<file path="src/rtl/mult_div_unit.sv">
// Iterative 32-bit multiply/divide unit with HI/LO result registers.
// One product or quotient bit per cycle: 32 RUN cycles, then a FIX cycle applies the signs.
module mult_div_unit (
   input  logic        clk,
   input  logic        reset,
   input  logic        start,
   input  logic [1:0]  op,
   input  logic [31:0] in_a,
   input  logic [31:0] in_b,
   input  logic        write_hi,
   input  logic        write_lo,
   input  logic [31:0] write_data,
   output logic        busy,
   output logic        done,
   output logic        div_by_zero,
   output logic [31:0] hi,
   output logic [31:0] lo,
   output logic [1:0]  dbg_state
);

   typedef enum logic [1:0] {
      S_IDLE = 2'd0,
      S_RUN  = 2'd1,
      S_FIX  = 2'd2
   } state_t;

   state_t      r_state;
   state_t      w_next;
   logic [4:0]  r_cnt;
   logic [63:0] r_acc;
   logic [31:0] r_opb;
   logic        r_is_div;
   logic        r_neg_a;
   logic        r_neg_b;
   logic [31:0] r_hi;
   logic [31:0] r_lo;
   logic        r_done;
   logic        r_dbz;

   logic        w_signed;
   logic        w_dbz_req;
   logic [31:0] w_mag_a;
   logic [31:0] w_mag_b;
   logic [32:0] w_add;
   logic [63:0] w_mul_step;
   logic [32:0] w_shift;
   logic [32:0] w_diff;
   logic        w_ge;
   logic [63:0] w_div_step;
   logic        w_neg_res;
   logic [63:0] w_prod;
   logic [31:0] w_quo;
   logic [31:0] w_rem;

   assign w_signed  = ~op[0];
   assign w_dbz_req = op[1] && (in_b == 32'd0);
   assign w_mag_a   = (w_signed && in_a[31]) ? (32'd0 - in_a) : in_a;
   assign w_mag_b   = (w_signed && in_b[31]) ? (32'd0 - in_b) : in_b;

   // Multiply: r_acc[31:0] holds the multiplier bits still to consume, upper half accumulates.
   assign w_add      = {1'b0, r_acc[63:32]} + {1'b0, r_opb};
   assign w_mul_step = r_acc[0] ? {w_add, r_acc[31:1]} : {1'b0, r_acc[63:1]};

   // Divide: r_acc[63:32] is the partial remainder, r_acc[31:0] shifts dividend out / quotient in.
   // Remainder < divisor keeps the 33-bit difference's top bit a clean borrow flag.
   assign w_shift    = {r_acc[63:32], r_acc[31]};
   assign w_diff     = w_shift - {1'b0, r_opb};
   assign w_ge       = ~w_diff[32];
   assign w_div_step = {(w_ge ? w_diff[31:0] : w_shift[31:0]), r_acc[30:0], w_ge};

   assign w_neg_res = r_neg_a ^ r_neg_b;
   assign w_prod    = w_neg_res ? (64'd0 - r_acc) : r_acc;
   assign w_quo     = w_neg_res ? (32'd0 - r_acc[31:0]) : r_acc[31:0];
   assign w_rem     = r_neg_a ? (32'd0 - r_acc[63:32]) : r_acc[63:32];

   always_comb begin
      w_next = r_state;
      case (r_state)
         S_IDLE:  if (start && !w_dbz_req) w_next = S_RUN;
         S_RUN:   if (r_cnt == 5'd31) w_next = S_FIX;
         S_FIX:   w_next = S_IDLE;
         default: w_next = S_IDLE;
      endcase
   end

   always_ff @(posedge clk or posedge reset) begin
      if (reset) r_state <= S_IDLE;
      else       r_state <= w_next;
   end

   always_ff @(posedge clk or posedge reset) begin
      if (reset) begin
         r_cnt    <= 5'd0;
         r_acc    <= 64'd0;
         r_opb    <= 32'd0;
         r_is_div <= 1'b0;
         r_neg_a  <= 1'b0;
         r_neg_b  <= 1'b0;
         r_hi     <= 32'd0;
         r_lo     <= 32'd0;
         r_done   <= 1'b0;
         r_dbz    <= 1'b0;
      end else begin
         r_done <= 1'b0;
         r_dbz  <= 1'b0;
         case (r_state)
            S_IDLE: begin
               if (start) begin
                  // start wins over MTHI/MTLO in the same cycle
                  if (w_dbz_req) begin
                     r_done <= 1'b1;
                     r_dbz  <= 1'b1;
                  end else begin
                     r_cnt    <= 5'd0;
                     r_acc    <= {32'd0, w_mag_a};
                     r_opb    <= w_mag_b;
                     r_is_div <= op[1];
                     r_neg_a  <= w_signed & in_a[31];
                     r_neg_b  <= w_signed & in_b[31];
                  end
               end else begin
                  if (write_hi) r_hi <= write_data;
                  if (write_lo) r_lo <= write_data;
               end
            end
            S_RUN: begin
               r_cnt <= r_cnt + 5'd1;
               r_acc <= r_is_div ? w_div_step : w_mul_step;
            end
            S_FIX: begin
               r_done <= 1'b1;
               if (r_is_div) begin
                  r_hi <= w_rem;
                  r_lo <= w_quo;
               end else begin
                  r_hi <= w_prod[63:32];
                  r_lo <= w_prod[31:0];
               end
            end
            default: ;
         endcase
      end
   end

   assign busy        = (r_state != S_IDLE);
   assign done        = r_done;
   assign div_by_zero = r_dbz;
   assign hi          = r_hi;
   assign lo          = r_lo;
   assign dbg_state   = r_state;

endmodule

</file>
<file path="config.mk">
export PLATFORM = sky130hd
export DESIGN_NAME = mult_div_unit
export DESIGN_NICKNAME = d
export VERILOG_FILES = /design/src/rtl/mult_div_unit.sv
export SDC_FILE = /design/constraint.sdc
export NUM_CORES = 1
export LEC_CHECK = 0
export CELL_PAD_IN_SITES_DETAIL_PLACEMENT = 2
export CELL_PAD_IN_SITES_GLOBAL_PLACEMENT = 2
export CORE_UTILIZATION = 37
export DETAILED_ROUTE_END_ITERATION = 10
export PLACE_DENSITY = 0.87
export SETUP_SLACK_MARGIN = 0.1
export SKIP_LAST_GASP = 1
export SYNTH_ARGS = -nofsm -noshare
export SYNTH_HDL_FRONTEND = slang
export SYNTH_SLANG_ARGS = --single-unit
</file>
<file path="constraint.sdc">
create_clock -name clk -period 12.7 [get_ports clk]
set_clock_uncertainty 0.1 [all_clocks]
set_input_delay 3.175 -clock clk [delete_from_list [all_inputs] [get_ports clk]]
set_output_delay 3.175 -clock clk [all_outputs]
set_load 0.05 [all_outputs]
</file>
==> results.yml <==
outcome:
  status: "finished, final reports clean"
sta:
  rsz0062_at_grt: "no"
  tightestPinTransition_ps: 1070
  slew_viol_final: 0
  hold_viol: 0
  fmax_mhz: 146
  setup_violations: 0
  period_minus_slack_ps: 6860
  min_period_over_period_pct: 54.0
  maxSlewHeadroom_pct: 28.3
  setup_tns_ps: 0
min_path:
  min_path_cells: 2
  hold_class: "register to register"
clock_tree:
  cts_resized: 0
  tritoncts: "yes"
  clk_pin_slew_ps: 70
  cts_max_level: 4
  clkSinkCount: 172
  numCtsBuffers: 17
  clockBufferDepth: 2
  cts_root_buffer: "clkbuf_16"
  post_cts_buffers: 0
  insertion_delay_ps: 470
  postCtsHoldBufs: 0
placed_design:
  portBuffers: 171
  dp_hpwl_um: 44400
  post_dp_cell_area_um2: 16600
  gp_congestion: 0.908
  dpl.cell_count: 2433
floorplan:
  die_y_um: 200
  io-pin-count: 172
  core-area_um2: 38600
  initial_core_util_pct: 37.5
  die-area_um2: 39900
  die_w_um: 200
  core.rowCount: 72
route:
  drtIter0Drc: 544
  drc_errors: 0
  route.vias.total: 14500
  wire_per_inst_um: 23.8
  vias_per_cell: 5.89
  postRouteAntennaNets: 0
  drtPass1Iterations: 6
  wirelength_um: 58600
layout:
  syn2layout_area_growth_pct: 18.5
  n_fill_cell: 4409
  layout-drive-gt1-share_pct: 4.27
  final_cells: 2465
  finalInstanceArea_um2: 17100
  final_cell_mix: "nand2_1, o21ai_0, dfrtp_1, clkdlybuf4s50_1, a21oi_1"
  final_common_cell: "nand2_1"
  final_nets: 2109
  final_util_pct: 44.4
yosys:
  synthCells: 1831
  syn_area_per_cell_um2: 7.89
  synth_nets: 2006
  syn_area_um2: 14500
  synth.distinct_cells: 72
  synth-edff-count: 0
  ys_ff_latch: 172
  yosys_warnings: 0
  ys.flop_type: "dfrtp_1"
  synth-async-reset-ratio_pct: 100
  synth_seq_area_share_pct: 29.8
critical_path:
  cp-start-kind: "input pin"
  reg2reg_depth: 12
  crit_type: "input pin to register"
  cp_max_fo: 61
  critPathArrivalTime_ps: 7070
  cp.required_ps: 12910
  end_kind: "register"
global_routing:
  grt_remaining_overflow: 0
  grt_usage_pct: 29.5
  grt_max_degree: 100
  first_global_vias: 15800
  grt_antenna_before_repair: 0
  grt_pass1_wl_um: 89800
flow_run:
  drv_cap: 0
## critical path: stages
cell,delay (ps)
clkdlybuf4s50_1,500
nor4_1,770
nand4_1,370
or3_1,580
nand2_1,150
a21o_2,680
buf_4,600
o21ai_0,220
## final cells by class
class	count	area [um2]	area share, %
multi-input cells	1482	9480	55.4
flip-flops and latches	172	4310	25.1
repair buffers	189	1850	10.8
well taps	518	648	3.78
clock buffers	18	439	2.56
inverters	72	275	1.61
clock inverters	13	131	0.767
diodes	1	2.50	0.0146
## registers in the layout, indices dropped and copies added (netlist names)
register	flops
r_neg_b	1
r_acc	64
r_neg_a	1
dbg_state	2
r_opb	32
r_cnt	5
div_by_zero	1
r_is_div	1
done	1
lo	32
hi	32
## cells in the mapped netlist (4+ instances only)
| master | instances | share of area, % |
|---|---|---|
| nor4_1 | 14 | 0.61 |
| ha_1 | 70 | 6.1 |
| buf_2 | 4 | 0.14 |
| o21ai_0 | 202 | 7.0 |
| a21boi_0 | 16 | 0.83 |
| o31ai_1 | 33 | 1.7 |
| or4_1 | 14 | 0.73 |
| a21oi_1 | 152 | 5.3 |
| nor2_1 | 151 | 3.9 |
| nand3_1 | 17 | 0.59 |
| a31o_2 | 4 | 0.24 |
| o31a_1 | 5 | 0.30 |
| mux2_2 | 6 | 0.47 |
| xor2_1 | 75 | 4.5 |
| clkbuf_1 | 84 | 2.2 |
| or3_1 | 26 | 1.1 |
| nand4_1 | 11 | 0.48 |
| o211ai_1 | 21 | 1.1 |
| nand2b_1 | 20 | 0.87 |
| a211oi_1 | 18 | 0.93 |
| o21bai_1 | 10 | 0.52 |
| nor3_1 | 39 | 1.4 |
| o41ai_1 | 12 | 0.73 |
| xnor2_1 | 92 | 5.6 |
| or2_2 | 6 | 0.26 |
| a221o_1 | 6 | 0.42 |
| and2_1 | 14 | 0.61 |
| mux2i_1 | 74 | 5.1 |
| inv_1 | 71 | 1.8 |
| dfrtp_1 | 172 | 30 |
| a21o_1 | 24 | 1.2 |
| buf_1 | 10 | 0.26 |
| o221ai_1 | 18 | 1.1 |
| o21a_1 | 11 | 0.57 |
| a31oi_1 | 9 | 0.39 |
| nor2b_1 | 15 | 0.65 |
| a22oi_1 | 6 | 0.31 |
| nand2_1 | 235 | 6.1 |
| and3_1 | 8 | 0.35 |
## per-stage QoR
step / worst slack (ps) / hold WS (ps)
final: 5840 / 385
after global routing: 5580 / 413
after CTS: 5820 / 389
after detailed placement: 5360 / 373
after global placement: 5590 / 360
after floorplan: 4760 / 365
## cells by family (layout without fill, tap and decap cells)
| kind of cell | count (synthesis) | after routing | share of synthesized area [%] |
|---|---|---|---|
| AND/OR/NAND/NOR | 588 | 588 | 18.8 |
| AO/OA/AOI/OAI | 573 | 573 | 24.3 |
| buffers and inverters | 177 | 292 | 4.87 |
| flip-flops | 172 | 172 | 29.8 |
| XOR/XNOR | 167 | 167 | 10.1 |
| multiplexers | 82 | 82 | 5.80 |
| adder cells (fa/ha/maj) | 72 | 72 | 6.34 |
| other | 0 | 1 | 0 |
## final timing paths
kind | start | slack, ps | to
setup reg to reg | r_acc[51] | 8340 | r_acc[41]
max in group asynchronous | reset | 7640 | r_is_div
setup / recovery | in_b[2] | 5840 | r_acc[7]
hold / removal | hi[7] | 390 | hi[7]
hold reg to reg | hi[7] | 390 | hi[7]
min in group asynchronous | reset | 3200 | lo[7]
## per-layer routing
metal  track usage (%)  vias to the layer above  part of all wire [%]  wire length, um
met5                 0                        -                     0                0
met3              3.46                       78                   3.6             2120
met2              52.8                      302                    50            29500
met4              10.1                        0                   2.7             1560
li1                  -                     6725                     -                -
met1              36.3                     7424                    43            25500
Power is not shown: default switching activity piles up to over one toggle a cycle in this logic, so the estimate is an artifact.
